**config.mk**
```make
export PLATFORM = sky130hd
export DESIGN_NAME = prog_loader
export DESIGN_NICKNAME = d
export VERILOG_FILES = /design/src/rtl/prog_loader.sv
export SDC_FILE = /design/constraint.sdc
export NUM_CORES = 1
export LEC_CHECK = 0
export CELL_PAD_IN_SITES_DETAIL_PLACEMENT = 1
export CELL_PAD_IN_SITES_GLOBAL_PLACEMENT = 1
export CORE_ASPECT_RATIO = 1.75
export CORE_MARGIN = 2
export CORE_UTILIZATION = 44
export DETAILED_ROUTE_END_ITERATION = 7
export GPL_ROUTABILITY_DRIVEN = 0
export PLACE_DENSITY = 0.91
export SYNTH_ARGS = -nofsm -noshare
export SYNTH_HDL_FRONTEND = slang
export SYNTH_SLANG_ARGS = --single-unit
export TNS_END_PERCENT = 20
```
**constraint.sdc**
```tcl
create_clock -name clk -period 4.2 [get_ports clk]
set_input_delay 0.63 -clock clk [delete_from_list [all_inputs] [get_ports clk]]
set_output_delay 0.63 -clock clk [all_outputs]
set_load 0.01 [all_outputs]
```
**src/rtl/prog_loader.sv**
```systemverilog
// Byte-stream program loader: receives a length/payload/checksum frame, writes the
// payload into CPU memory from address 0 and releases CPU reset only on a good checksum.
module prog_loader #(
   parameter int ADDR_W = 5,
   parameter int DATA_W = 8
) (
   input  logic              clk,
   input  logic              rst_n,
   input  logic              start,
   input  logic              rx_valid,
   output logic              rx_ready,
   input  logic [DATA_W-1:0] rx_data,
   output logic [ADDR_W-1:0] mem_addr,
   output logic [DATA_W-1:0] mem_data,
   output logic              mem_wr,
   output logic              cpu_rst_n,
   output logic              busy,
   output logic              done,
   output logic              err
);

   localparam logic [2:0] S_IDLE = 3'd0;
   localparam logic [2:0] S_LEN  = 3'd1;
   localparam logic [2:0] S_DATA = 3'd2;
   localparam logic [2:0] S_CSUM = 3'd3;
   localparam logic [2:0] S_RUN  = 3'd4;
   localparam logic [2:0] S_ERR  = 3'd5;

   localparam logic [DATA_W-1:0] MAX_LEN = DATA_W'(1 << ADDR_W);

   logic [2:0]        state;
   logic [2:0]        state_nxt;
   logic [ADDR_W-1:0] cnt;
   logic [ADDR_W-1:0] last;
   logic [DATA_W-1:0] sum;
   logic              accept;
   logic              loading_nxt;

   assign accept      = rx_valid & rx_ready;
   assign loading_nxt = (state_nxt == S_LEN) || (state_nxt == S_DATA) || (state_nxt == S_CSUM);

   always_comb begin
      state_nxt = state;
      case (state)
         S_IDLE, S_RUN, S_ERR: begin
            if (start) state_nxt = S_LEN;
         end
         S_LEN: begin
            if (accept) begin
               if ((rx_data == '0) || (rx_data > MAX_LEN)) state_nxt = S_ERR;
               else                                        state_nxt = S_DATA;
            end
         end
         S_DATA: begin
            if (accept && (cnt == last)) state_nxt = S_CSUM;
         end
         S_CSUM: begin
            if (accept) state_nxt = (rx_data == sum) ? S_RUN : S_ERR;
         end
         default: state_nxt = S_IDLE;
      endcase
   end

   // Status outputs are registered from the next state so they change together with it.
   always_ff @(posedge clk or negedge rst_n) begin
      if (!rst_n) begin
         state     <= S_IDLE;
         rx_ready  <= 1'b0;
         busy      <= 1'b0;
         done      <= 1'b0;
         cpu_rst_n <= 1'b0;
         err       <= 1'b0;
         mem_wr    <= 1'b0;
         mem_addr  <= '0;
         mem_data  <= '0;
         cnt       <= '0;
         last      <= '0;
         sum       <= '0;
      end else begin
         state     <= state_nxt;
         rx_ready  <= loading_nxt;
         busy      <= loading_nxt;
         done      <= (state_nxt == S_RUN);
         cpu_rst_n <= (state_nxt == S_RUN);
         err       <= (state_nxt == S_ERR);
         mem_wr    <= 1'b0;

         if ((state == S_LEN) && accept) begin
            cnt  <= '0;
            sum  <= '0;
            last <= ADDR_W'(rx_data - DATA_W'(1));
         end

         // The counter holds at the last address so it can never wrap past 31.
         if ((state == S_DATA) && accept) begin
            mem_wr   <= 1'b1;
            mem_addr <= cnt;
            mem_data <= rx_data;
            sum      <= sum + rx_data;
            if (cnt != last) cnt <= cnt + ADDR_W'(1);
         end
      end
   end

endmodule
```
==> results of run 1 <==
-- per-layer routing --
layer	global-route usage (%)	part of all wire [%]	vias up
met2	38.7	55	25
met4	9.55	2.5	0
met1	23.8	41	808
met3	3.44	2.3	11
met5	0	0	-
li1	-	-	791
-- cells in the mapped netlist, types with 2 or more instances --
cell type	count	area [sq um]
sky130_fd_sc_hd__nand3_1	6	30.0
sky130_fd_sc_hd__inv_1	5	18.8
sky130_fd_sc_hd__a21oi_1	9	45.0
sky130_fd_sc_hd__nor2b_1	2	12.5
sky130_fd_sc_hd__xor2_1	9	78.8
sky130_fd_sc_hd__clkbuf_1	3	11.3
sky130_fd_sc_hd__mux2i_1	8	80.1
sky130_fd_sc_hd__buf_6	2	22.5
sky130_fd_sc_hd__dfrtp_1	38	951
sky130_fd_sc_hd__nor3_1	5	25.0
sky130_fd_sc_hd__o21bai_1	2	15.0
sky130_fd_sc_hd__nor2_1	14	52.6
sky130_fd_sc_hd__buf_4	2	15.0
sky130_fd_sc_hd__nand2_1	47	176
sky130_fd_sc_hd__nand2b_1	5	31.3
sky130_fd_sc_hd__a211oi_1	3	22.5
sky130_fd_sc_hd__a21o_1	2	15.0
sky130_fd_sc_hd__nor3b_1	3	22.5
sky130_fd_sc_hd__xnor2_1	3	26.3
sky130_fd_sc_hd__a31oi_1	2	12.5
sky130_fd_sc_hd__o21ai_0	14	70.1
sky130_fd_sc_hd__a22o_1	2	17.5
sky130_fd_sc_hd__ha_1	9	113
-- power breakdown --
group | internal, mW | switching, mW
combinational | 0.188 | 0.216
sequential | 0.443 | 0.0727
clock | 0.178 | 0.132
total | 0.808 | 0.421
-- registers in the layout, indices dropped and copies added, names as in the netlist --
name,count
busy,1
sum,8
last,5
done,1
mem_wr,1
mem_data,8
mem_addr,5
cnt,5
err,1
state,3
-- kinds of logic after synthesis --
group,after synthesis,synth area share (%)
AOI/OAI and AO/OA,40,13.3
xor gates and xnor gates,12,5.13
adders and majority gates,10,6.47
buffers and inverters,14,3.78
DFF,38,46.4
muxes,8,3.90
and+or+nand+nor,91,21.0
-- worst reg2reg max path: stages, from the launching register on --
cell and delay (ps):
sky130_fd_sc_hd__dfrtp_1 420, sky130_fd_sc_hd__ha_1 320, sky130_fd_sc_hd__or4_1 540, sky130_fd_sc_hd__nor4_2 200, sky130_fd_sc_hd__a221o_1 230, sky130_fd_sc_hd__o211ai_1 110, sky130_fd_sc_hd__and2b_1 170
-- through the flow --
stage	hold WS (ps)	instances	util, %	setup WS, ps
2_1_floorplan	334	213	-	2060
3_3_place_gp	459	288	53.4	1300
3_5_place_dp	472	288	53.4	1240
4_1_cts	464	296	55.7	1560
5_1_grt	497	296	55.7	1380
6_report	441	296	55.7	1590
-- final cells by class --
type                       count  area (sq um)
fill                         528          1970
multi-input combinational    161          1020
sequential                    38           951
timing repair buffer          32           310
clock buffer                   7          76.3
tap                           51          63.8
clock inverter                 1          30.0
inverter                       6          23.8
-- worst paths after layout --
kind	startpoint	slack (ps)	cells past startpoint	to
worst max register to register	sum[1]	2110	6	busy
worst min register to register	mem_addr[4]	480	2	mem_addr[4]
worst min-delay path	rst_n	440	1	sum[0]
max in group asynchronous	rst_n	3220	1	cnt[2]
worst max-delay path	rx_data[2]	1590	7	sum[7]
min in group clk	mem_addr[4]	480	2	mem_addr[4]
-- placed cells by master, fill, tap and decap left out, types with 6 or more instances in the layout --
master / instances
sky130_fd_sc_hd__nand2_1: 47
sky130_fd_sc_hd__dfrtp_1: 38
sky130_fd_sc_hd__clkdlybuf4s50_1: 29
sky130_fd_sc_hd__nor2_1: 14
sky130_fd_sc_hd__o21ai_0: 14
sky130_fd_sc_hd__a21oi_1: 9
sky130_fd_sc_hd__xor2_1: 9
sky130_fd_sc_hd__ha_1: 9
sky130_fd_sc_hd__mux2i_1: 8
sky130_fd_sc_hd__nand3_1: 6
==> run summary, run 1 <==
Power Density - 496 nW/um^2
Detailed Route Iter0 Violations - 26
Required @ worst endpoint - 4420 ps
Gate count of the mapped netlist - 213
Initial Utilization - 46.1%
Warnings, synthesis - 0
Slowest cell on crit path - sky130_fd_sc_hd__clkdlybuf4s50_1
Global routing usage summed across all routing layers - 21.2%
Detailed Route WL - 5040 um
Via density - 5.52
Horizontal die dimension - 55.6 um
I/O pin cnt - 31
Crit-path cells - clkdlybuf4s50_1, ha_1, o21ai_0, o21ai_0, a31oi_1, mux2i_1, mux2i_1
Die footprint - 5240 sq um
Post-synthesis cell type count - 41
Pin count of the biggest net entering global routing - 39
Max stage delay on crit path - 540 ps
Rel. slew slack - 43.4%
Share of the clock period used by the worst path - 62.3%
Number of enable-type register cells in the synthesized netlist - 0
Hold-fix buffers, CTS - 0
Detailed-routing iteration count for the pre-antenna-repair pass - 4
CTS tree - built
#FFs+latches synth - 38
Ys flop type - sky130_fd_sc_hd__dfrtp_1
Maximum level of the CTS H-tree - 2
Number of slew-limit violations in the final report - 0
Number of buffers inserted to repair setup after CTS - 0
Instance area after placement - 2370 sq um
Count of unresolved DRC violations after routing - 0
Post-synth net total - 235
ANT nets after route - 0
Transition at the pin with the smallest max-transition slack - 850 ps
Inserted Clock Buffers - 5
Via count - 1635
Via count of the first global-routing pass - 1767
Outcome - completed
Number of antenna violations at the first check in global routing - 0
Maximum ir drop on the vdd rail - 0.282 mV
Post-synthesis cell area - 2050 sq um
Bufs and invs on worst path - 1
First-pass GRT wire length - 8580 um
Crit path DAT - 2830 ps
Clock transition at the registers of the reported paths - 80 ps
Launching element type of the critical path - input pin
CTS-repair resized insts - 0
Share of final-layout standard cells stronger than drive strength 1 - 7.76%
Share of synthesized area occupied by flip-flops and latches - 46.4%
WL/cell - 17.0 um
HPWL after detailed placement - 3760 um
Final Power - 1.23 mW
Total of endpoints with negative setup slack in the final report - 0
Cell at the root of the clock tree - sky130_fd_sc_hd__clkbuf_8
Tightest Hold Check Type - input pin to asynchronous set/reset pin
Leakage component of the power - 1.15 nW
Top fanout value on the critical path - 6
Design Area, Final - 2480 sq um
RSZ-0062 raised after global routing - false
Maximum clock frequency - 382 MHz
Total clock sinks - 38
Max-cap check violation count - 0
Final worst path period need - 2610 ps
Final net count - 266
Avg Synthesized Cell Area - 9.63 sq um
Clock tree buffer depth - 2
Final Hold Fails - 0
Number of antenna cells inserted - 0
Top delay family on crit path - compound AO/OA/AOI/OAI gates
Floorplan core area - 4440 sq um
Cell row count - 32
PortBufs - 30
Aggregate global routing overflow - 0
Signed area change from the synthesized netlist to the final layout - 20.8%
Worst setup skew after layout - 12.8 ps
Classification of the worst setup path - input pin to flip-flop
Proportion of synthesized flip-flops having asynchronous set or reset - 100%
Die Y - 94.3 um
Source-to-sink clock delay at the later pin of the worst-skew pair - 290 ps
Final-layout setup total negative slack - 0 ps
Sort of element at the end of the critical path - flip-flop
(Power assumes the default switching activity.)
==> inputs of run 2 (changes only) <==
Settings changed: CORE_UTILIZATION 44 to 37, PLACE_DENSITY 0.91 to 0.82.
Clock period 4.2 ns to 2.4 ns, I/O delays scaled along.
==> run summary, run 2 (synthesized netlist as in run 1, its figures left out) <==
Outcome - completed
Uppermost metal layer occupied by signal nets - met4
Fill cells - 581
Rel. slew slack - 42.8%
Clock tree buffer depth - 2
M1 wire length - 1980 um
Detailed Route Iter0 Violations - 50
Maximum clock frequency - 441 MHz
Leakage component of the power - 1.24 nW
Cell row count - 35
Die footprint - 6180 sq um
Initial Utilization - 38.7%
Hold-fix buffers, CTS - 0
Number of antenna violations at the first check in global routing - 0
Clock transition at the registers of the reported paths - 80 ps
Signed area change from the synthesized netlist to the final layout - 29.7%
Crit-path cells - clkdlybuf4s50_1, ha_1, or4_1, nor4_2, a221o_1, o211ai_1, and2b_1
Detailed Route WL - 5290 um
Final worst path period need - 2270 ps
Final Hold Fails - 0
Count of unresolved DRC violations after routing - 0
Required @ worst endpoint - 2590 ps
Via count of the first global-routing pass - 1884
Global routing usage summed across all routing layers - 19.7%
Total of endpoints with negative setup slack in the final report - 0
Pin count of the biggest net entering global routing - 39
Aggregate global routing overflow - 0
Most common library cell in the layout ignoring fill and taps - sky130_fd_sc_hd__nand2_1
CTS tree - built
Max stage delay on crit path - 560 ps
PortBufs - 30
Worst setup skew after layout - 3.99 ps
WL/cell - 15.8 um
Number of cells in the design after placement - 326
Highest-count cells in the layout ignoring fill and taps - 47 x sky130_fd_sc_hd__nand2_1, 38 x sky130_fd_sc_hd__dfrtp_1, 29 x sky130_fd_sc_hd__clkdlybuf4s50_1
Final Non-Filler Cells - 334
Registers with the highest flip-flop counts - mem_data (8), sum (8)
Via density - 5.09
Number of slew-limit violations in the final report - 0
Number of antenna cells inserted - 0
RSZ-0062 raised after global routing - false
Share of the clock period used by the worst path - 94.6%
Met2 wire length - 3090 um
Total clock sinks - 38
Slowest cell on crit path - sky130_fd_sc_hd__or4_1
Via count - 1701
Max-cap check violation count - 0
Classification of the worst setup path - input pin to flip-flop
Die Y - 102 um
Horizontal die dimension - 60.3 um
Floorplan core area - 5300 sq um
Routed wl met3 - 115 um
Cell at the root of the clock tree - sky130_fd_sc_hd__clkbuf_8
ANT nets after route - 0
First-pass GRT wire length - 9090 um
Transition at the pin with the smallest max-transition slack - 859 ps
Crit path DAT - 2460 ps
Inserted Clock Buffers - 5
Detailed-routing iteration count for the pre-antenna-repair pass - 4
Maximum level of the CTS H-tree - 2
HPWL after detailed placement - 3900 um
Tightest Hold Check Type - input pin to asynchronous set/reset pin
Sort of element at the end of the critical path - flip-flop
Final Power - 2.32 mW
Top fanout value on the critical path - 3
Share of final-layout standard cells stronger than drive strength 1 - 13.8%
Maximum ir drop on the vdd rail - 0.363 mV
Final net count - 281
Power Density - 872 nW/um^2
Number of buffers inserted to repair setup after CTS - 0
I/O pin cnt - 31
Launching element type of the critical path - input pin
Source-to-sink clock delay at the later pin of the worst-skew pair - 300 ps
## run 2: cell types whose count changed in the layout (fill, tap and decap cells not counted)
cell                        delta
sky130_fd_sc_hd__clkbuf_1      -2
sky130_fd_sc_hd__bufinv_16     +1
sky130_fd_sc_hd__buf_4        +15
sky130_fd_sc_hd__nor4b_2       -1
sky130_fd_sc_hd__clkinv_4      +1
sky130_fd_sc_hd__nor4b_4       +1
## run 2: path summary, 6_finish.rpt
path	startpoint	end	slack, ps	cells after the start
min in group clk	mem_data[4]	mem_data[4]	480	2
min reg2reg	mem_data[4]	mem_data[4]	480	2
min	rst_n	sum[3]	160	1
max in group asynchronous	rst_n	state[2]	1700	1
max	rx_data[1]	busy	130	7
max reg2reg	sum[1]	busy	290	6
## run 2: timing repair
action | 4_1_cts | 5_1_grt
endpoints found under the hold margin | 0 | 0
endpoints found under the setup margin | 0 | 1
resized for setup | 0 | 1
## run 2: cell type report
cell class	count	area (sq um)	share of cell area (%)
multi-input cells	161	1030	38.8
inverters	6	23.8	0.894
clock inverters	3	68.8	2.59
well taps	74	92.6	3.48
clock buffers	5	68.8	2.59
flip-flops and latches	38	951	35.8
repair buffers	47	423	15.9
## run 2: worst max-delay path: cells and delay by family
family | cells | cell delay (ps)
and+or+nand+nor | 3 | 930
AOI/OAI and AO/OA | 2 | 350
adders and majority gates | 1 | 350
buffers and inverters | 1 | 480
## run 2: layer usage
metal	up-vias	global-route usage, %
li1	815	-
met1	855	21.3
met2	24	36.6
met3	7	3.16
met4	0	7.69
met5	-	0
## run 2: power breakdown
part / internal (mW) / switching [mW] / total (mW) / leakage, nW
Combinational: 0.357 / 0.397 / 0.754 / 0.668
Clock: 0.417 / 0.247 / 0.663 / 0.0683
Sequential: 0.774 / 0.127 / 0.902 / 0.507
## run 2: through the flow
stage / cell area, sq um / TNS [ps] / utilization [%] / worst slack, ps / hold slack (ps)
after floorplan: 2050 / 0 / - / 507 / 64.4
after global placement: 2510 / -269 / 47.4 / -145 / 457
after detailed placement: 2510 / -594 / 47.4 / -216 / 463
after CTS: 2650 / 0 / 50.0 / 89.8 / 212
after global routing: 2660 / 0 / 50.2 / 47.4 / 245
final: 2660 / 0 / 50.2 / 131 / 163
